--- config.mk ---
export PLATFORM = sky130hd
export DESIGN_NAME = conv_pool_seq_ctrl
export DESIGN_NICKNAME = d
export VERILOG_FILES = /design/src/rtl/conv_pool_seq_ctrl.sv
export SDC_FILE = /design/constraint.sdc
export NUM_CORES = 2
export LEC_CHECK = 0
export CORE_MARGIN = 1
export CORE_UTILIZATION = 33
export CTS_CLUSTER_DIAMETER = 50
export DETAILED_ROUTE_END_ITERATION = 10
export HOLD_SLACK_MARGIN = 0.05
export PLACE_DENSITY_LB_ADDON = 0.12
export SYNTH_ARGS = -nofsm -noshare
export SYNTH_HDL_FRONTEND = slang
export SYNTH_SLANG_ARGS = --single-unit
--- constraint.sdc ---
create_clock -name clk -period 14.3 [get_ports clk]
set_input_delay 2.145 -clock clk [delete_from_list [all_inputs] [get_ports clk]]
set_output_delay 2.145 -clock clk [all_outputs]
set_load 0.01 [all_outputs]
--- src/rtl/conv_pool_seq_ctrl.sv ---
// Address/control sequencer for same-size KxK multi-channel conv followed by optional POOLxPOOL pooling.
// All outputs are registered from the next-state values, so they line up with the state being entered.
module conv_pool_seq_ctrl #(
  parameter int ADDR_BITS = 16,
  parameter int IMG_W     = 256,
  parameter int IMG_H     = 256,
  parameter int K         = 3,
  parameter int CH        = 1,
  parameter int POOL      = 2,
  parameter int RD_LAT    = 1
) (
  input  logic                 clk,
  input  logic                 rst,
  input  logic                 start,
  output logic                 busy,
  output logic                 done,
  output logic [ADDR_BITS-1:0] rom_if_a,
  output logic                 rom_if_oe,
  output logic [ADDR_BITS-1:0] rom_w_a,
  output logic                 rom_w_oe,
  output logic                 pad_en,
  output logic                 clear,
  output logic                 acc_en,
  output logic [ADDR_BITS-1:0] ram_conv_a,
  output logic                 ram_conv_we,
  output logic                 ram_conv_oe,
  output logic [ADDR_BITS-1:0] ram_pool_a,
  output logic                 ram_pool_we,
  output logic                 pool_en,
  output logic                 pool_first
);

  typedef enum logic [2:0] {IDLE, C_TAP, C_DRN, C_WR, P_RD, P_DRN, P_WR, DONE} state_t;

  // Guard the pool geometry so POOL=0 never divides by zero.
  localparam int PAD = (K - 1) / 2;
  localparam int PW  = (POOL > 0) ? IMG_W / POOL : 1;
  localparam int PH  = (POOL > 0) ? IMG_H / POOL : 1;
  localparam logic [31:0] KL  = 32'(K - 1);
  localparam logic [31:0] CL  = 32'(CH - 1);
  localparam logic [31:0] WL  = 32'(IMG_W - 1);
  localparam logic [31:0] HL  = 32'(IMG_H - 1);
  localparam logic [31:0] PL  = (POOL > 0) ? 32'(POOL - 1) : 32'd0;
  localparam logic [31:0] PWL = 32'(PW - 1);
  localparam logic [31:0] PHL = 32'(PH - 1);
  localparam logic [31:0] DL  = (RD_LAT > 0) ? 32'(RD_LAT - 1) : 32'd0;

  typedef struct packed {
    logic                 busy;
    logic                 done;
    logic [ADDR_BITS-1:0] rom_if_a;
    logic                 rom_if_oe;
    logic [ADDR_BITS-1:0] rom_w_a;
    logic                 rom_w_oe;
    logic                 pad_en;
    logic                 clear;
    logic                 acc_en;
    logic [ADDR_BITS-1:0] ram_conv_a;
    logic                 ram_conv_we;
    logic                 ram_conv_oe;
    logic [ADDR_BITS-1:0] ram_pool_a;
    logic                 ram_pool_we;
    logic                 pool_en;
    logic                 pool_first;
  } out_t;

  state_t      state, ns;
  logic [31:0] r, c, ch, ky, kx, dc, pr, pc, pi, pj;
  logic [31:0] n_r, n_c, n_ch, n_ky, n_kx, n_dc, n_pr, n_pc, n_pi, n_pj;
  logic signed [31:0] yi, xi;
  out_t        o_nxt, o_q;

  always_ff @(posedge clk or posedge rst) begin
    if (rst) begin
      state <= IDLE;
      r <= '0; c <= '0; ch <= '0; ky <= '0; kx <= '0;
      dc <= '0; pr <= '0; pc <= '0; pi <= '0; pj <= '0;
    end else begin
      state <= ns;
      r <= n_r; c <= n_c; ch <= n_ch; ky <= n_ky; kx <= n_kx;
      dc <= n_dc; pr <= n_pr; pc <= n_pc; pi <= n_pi; pj <= n_pj;
    end
  end

  always_comb begin
    ns = state;
    n_r = r; n_c = c; n_ch = ch; n_ky = ky; n_kx = kx;
    n_dc = dc; n_pr = pr; n_pc = pc; n_pi = pi; n_pj = pj;
    unique case (state)
      IDLE, DONE: begin
        if (start) begin
          ns = C_TAP;
          n_r = '0; n_c = '0; n_ch = '0; n_ky = '0; n_kx = '0;
          n_dc = '0; n_pr = '0; n_pc = '0; n_pi = '0; n_pj = '0;
        end
      end
      C_TAP: begin
        if (kx != KL) n_kx = kx + 1;
        else begin
          n_kx = '0;
          if (ky != KL) n_ky = ky + 1;
          else begin
            n_ky = '0;
            if (ch != CL) n_ch = ch + 1;
            else begin
              n_ch = '0;
              n_dc = '0;
              ns   = (RD_LAT > 0) ? C_DRN : C_WR;
            end
          end
        end
      end
      C_DRN: begin
        if (dc == DL) ns = C_WR;
        else n_dc = dc + 1;
      end
      C_WR: begin
        if (c != WL) begin
          n_c = c + 1;
          ns  = C_TAP;
        end else begin
          n_c = '0;
          if (r != HL) begin
            n_r = r + 1;
            ns  = C_TAP;
          end else begin
            n_r = '0;
            ns  = (POOL > 0) ? P_RD : DONE;
          end
        end
      end
      P_RD: begin
        if (pj != PL) n_pj = pj + 1;
        else begin
          n_pj = '0;
          if (pi != PL) n_pi = pi + 1;
          else begin
            n_pi = '0;
            n_dc = '0;
            ns   = (RD_LAT > 0) ? P_DRN : P_WR;
          end
        end
      end
      P_DRN: begin
        if (dc == DL) ns = P_WR;
        else n_dc = dc + 1;
      end
      P_WR: begin
        ns = P_RD;
        if (pc != PWL) n_pc = pc + 1;
        else begin
          n_pc = '0;
          if (pr != PHL) n_pr = pr + 1;
          else begin
            n_pr = '0;
            ns   = DONE;
          end
        end
      end
      default: ns = IDLE;
    endcase
  end

  // Signed input coordinates so padded taps on the top/left edge go negative.
  always_comb begin
    o_nxt = '0;
    yi    = $signed(n_r) + $signed(n_ky) - PAD;
    xi    = $signed(n_c) + $signed(n_kx) - PAD;
    unique case (ns)
      C_TAP: begin
        o_nxt.busy     = 1'b1;
        o_nxt.rom_w_oe = 1'b1;
        o_nxt.acc_en   = 1'b1;
        o_nxt.clear    = (n_ch == '0) && (n_ky == '0) && (n_kx == '0);
        o_nxt.rom_w_a  = ADDR_BITS'(n_ch * K * K + n_ky * K + n_kx);
        if (yi < 0 || yi >= IMG_H || xi < 0 || xi >= IMG_W) begin
          o_nxt.pad_en = 1'b1;
        end else begin
          o_nxt.rom_if_oe = 1'b1;
          o_nxt.rom_if_a  = ADDR_BITS'(n_ch * IMG_H * IMG_W + 32'(yi) * IMG_W + 32'(xi));
        end
      end
      C_DRN, P_DRN: o_nxt.busy = 1'b1;
      C_WR: begin
        o_nxt.busy        = 1'b1;
        o_nxt.ram_conv_we = 1'b1;
        o_nxt.ram_conv_a  = ADDR_BITS'(n_r * IMG_W + n_c);
      end
      P_RD: begin
        o_nxt.busy        = 1'b1;
        o_nxt.ram_conv_oe = 1'b1;
        o_nxt.pool_en     = 1'b1;
        o_nxt.pool_first  = (n_pi == '0) && (n_pj == '0);
        o_nxt.ram_conv_a  = ADDR_BITS'((n_pr * POOL + n_pi) * IMG_W + n_pc * POOL + n_pj);
      end
      P_WR: begin
        o_nxt.busy        = 1'b1;
        o_nxt.ram_pool_we = 1'b1;
        o_nxt.ram_pool_a  = ADDR_BITS'(n_pr * PW + n_pc);
      end
      DONE: o_nxt.done = 1'b1;
      default: ;
    endcase
  end

  always_ff @(posedge clk or posedge rst) begin
    if (rst) o_q <= '0;
    else     o_q <= o_nxt;
  end

  assign busy        = o_q.busy;
  assign done        = o_q.done;
  assign rom_if_a    = o_q.rom_if_a;
  assign rom_if_oe   = o_q.rom_if_oe;
  assign rom_w_a     = o_q.rom_w_a;
  assign rom_w_oe    = o_q.rom_w_oe;
  assign pad_en      = o_q.pad_en;
  assign clear       = o_q.clear;
  assign acc_en      = o_q.acc_en;
  assign ram_conv_a  = o_q.ram_conv_a;
  assign ram_conv_we = o_q.ram_conv_we;
  assign ram_conv_oe = o_q.ram_conv_oe;
  assign ram_pool_a  = o_q.ram_pool_a;
  assign ram_pool_we = o_q.ram_pool_we;
  assign pool_en     = o_q.pool_en;
  assign pool_first  = o_q.pool_first;

endmodule
==> metrics.txt <==
status complete, no violations; Filler Cells Inserted 9,758; Worst-Margin Slew 1.16 ns; CP max-delay cell clkdlybuf4s50_1; count of final setup violators 0; routed vias/inst 5.45; Seq/Total Area, Yosys 31.6%; TritonCTS clock tree done; Top FF cell, synth dfrtp_1; wire per inst 19.7 µm; CTS Sinks 397; H-tree depth 3; Initial Util 33.5%; GPL Wtd Cong 0.906; Synth Area per Inst 8.17 µm²; Top Family by Delay on Critical Path compound AO/OA/AOI/OAI gates; period utilization 66.6%; flops & latches, synth 397; synth warn 0; drt initial violations 2,037; worst vdd ir 0.169 mV; pwr/cell area 143 mW/mm²; most area-hungry cell type in the Yosys netlist dfrtp_1; crit path buf inv count 3; IO Count 79; Post-DP HPWL 77,400 µm; Worst EP required 14.78 ns; DRC viols 0; number of max-cap violations 0; f_max 105 MHz; drt pass-1 iters 5; global-route wire length before repair 161,000 µm; switching pwr 2.14 mW; Pint 3.00 mW; number of I/O port buffers 78; FF/Latch Area 0.00993 mm²; Root Buffer Master clkbuf_16; Leakage 16.4 nW; final setup TNS 0 ns; ANT nets after route 0; Die H 311 µm; Final Routed Wirelength 102,000 µm; RSZ-0062 raised after global routing false; Site Rows 112; DIE AREA 0.0965 mm²; worst skew pair latency 0.63 ns; fin util 38.3%; crit path max fanout 39; largest net degree at the start of global routing 113; Die X 311 µm; ys async rst share 100%; pre-CTS setup slack 4.12 ns; Clock power frac 33.4%; Layout area overhead 14.3%; Post-synth EDFFs 0; commonest non-fill, non-tap cell in the layout inv_1; vias in the first global route 27,000; Slew Viols, Final 0; nets 4,164; synth unique cells 94; crit end category flip-flop; final hold vios 0; cts bufs inserted 71; layout cells sized above 1 5.77%; Crit Path Class input pin to flip-flop; Multi-input gate area 0.0194 mm²; final setup margin 4.77 ns; Hold-fix buffers, CTS 0; Comb pwr share 42.5%; min-delay worst type flip-flop to flip-flop; post-cts resize count 0; initial antenna violation count 5; post-synthesis cell area 0.0314 mm²; GRT overflow 0; post-CTS setup buffers 0; commonest cells after routing, fill and taps aside inv_1, dfrtp_1, nand2_1; worst stage delay on the critical path 0.71 ns; Mapped Nets 4,133; routed via count 28,300; relative slew slack 22.4%; Syn Inst Count 3,846; post-synth top area share 31.6%; crit path DAT 10.01 ns; sequential power share 24.1%; CTS clk-pin slew, worst paths 0.05 ns; Core ar. 0.0939 mm²; Sw Ratio 41.6%; Clock Skew 0.0236 ns; all-layer global routing usage 21.0%; min Tclk post-route 9.53 ns; dominant cells by area after synthesis dfrtp_1, ha_1, o21ai_0; Max clock buf depth 3; Worst Setup Start Kind input pin
power groups by stage:
stage	Sequential (mW)	Clock, mW	Combinational, mW
CTS	1.24	1.76	2.19
finish	1.24	1.72	2.18
global placement	1.26	0	2.18
detailed placement	1.26	0	2.17
floorplan	1.23	0	1.54
global route	1.25	1.81	2.44
kinds of logic after synthesis:
group,count (synthesis),synth area share (%)
DFF,397,31.6
adders and majority gates,287,12.7
AOI/OAI and AO/OA,1003,20.1
xor gates and xnor gates,159,4.52
muxes,12,0.406
buffers and inverters,563,6.83
and+or+nand+nor,1425,23.8
final cells by class:
| cell class | count | area share [%] |
|---|---|---|
| multi-input cells | 2886 | 54.0 |
| flip-flops and latches | 397 | 27.7 |
| clock buffers | 89 | 5.48 |
| well taps | 1254 | 4.37 |
| inverters | 402 | 4.22 |
| repair buffers | 119 | 3.03 |
| clock inverters | 42 | 1.21 |
| diodes | 1 | 0.00697 |
cells in the mapped netlist (all sizes together) (56+ instances only):
cell	instances
a21o	69
a21oi	191
a31oi	83
and3	84
clkbuf	133
dfrtp	397
fa	56
ha	228
inv	401
nand2	376
nand3	157
nand4	101
nor2	222
nor3	93
nor4	132
o21ai	344
o31ai	73
xnor2	90
xor2	67
registers in the layout (all words and copies together), names as in the netlist, 3 cells and up:
signal and cells:
ky 32, pc 32, ram_pool_a 16, pr 32, state 3, r 32
pi 32, pj 32, ch 32, rom_if_a 16, ram_conv_a 16, dc 32
rom_w_a 16, kx 32, c 32
final timing paths:
check / endpoint / cells past startpoint / slack (ns) / from
max: rom_w_a[15]$_DFF_PP0_ / 27 / 4.77 / start
min: pc[31]$_DFFE_PP0P_ / 1 / 0.50 / pc[31]$_DFFE_PP0P_
max reg2reg: rom_w_a[15]$_DFF_PP0_ / 29 / 5.96 / kx[0]$_DFF_PP0_
min reg2reg: pc[31]$_DFFE_PP0P_ / 1 / 0.50 / pc[31]$_DFFE_PP0P_
max in group asynchronous: c[28]$_DFF_PP0_ / 4 / 10.03 / rst
min in group asynchronous: ch[15]$_DFF_PP0_ / 2 / 2.10 / rst
metal layers:
layer  wire, µm  track usage (%)  share of wire, %
met2      47000             33.9                46
met4       2170             5.15               2.1
met1      48500             29.4                47
met3       4640             3.13               4.5
met5          0                0                 0
through the flow:
stage               instances  cell area [µm²]  hold WS [ns]  power [mW]
floorplan                3846            31400         0.452        2.78
finish                   5190            35900         0.497        5.14
detailed placement       5058            33500         0.481        3.43
global placement         5058            33500         0.490        3.44
CTS                      5189            35900         0.502        5.19
global route             5189            35900         0.528        5.49
No activity file was read; power rests on OpenSTA's default activity.
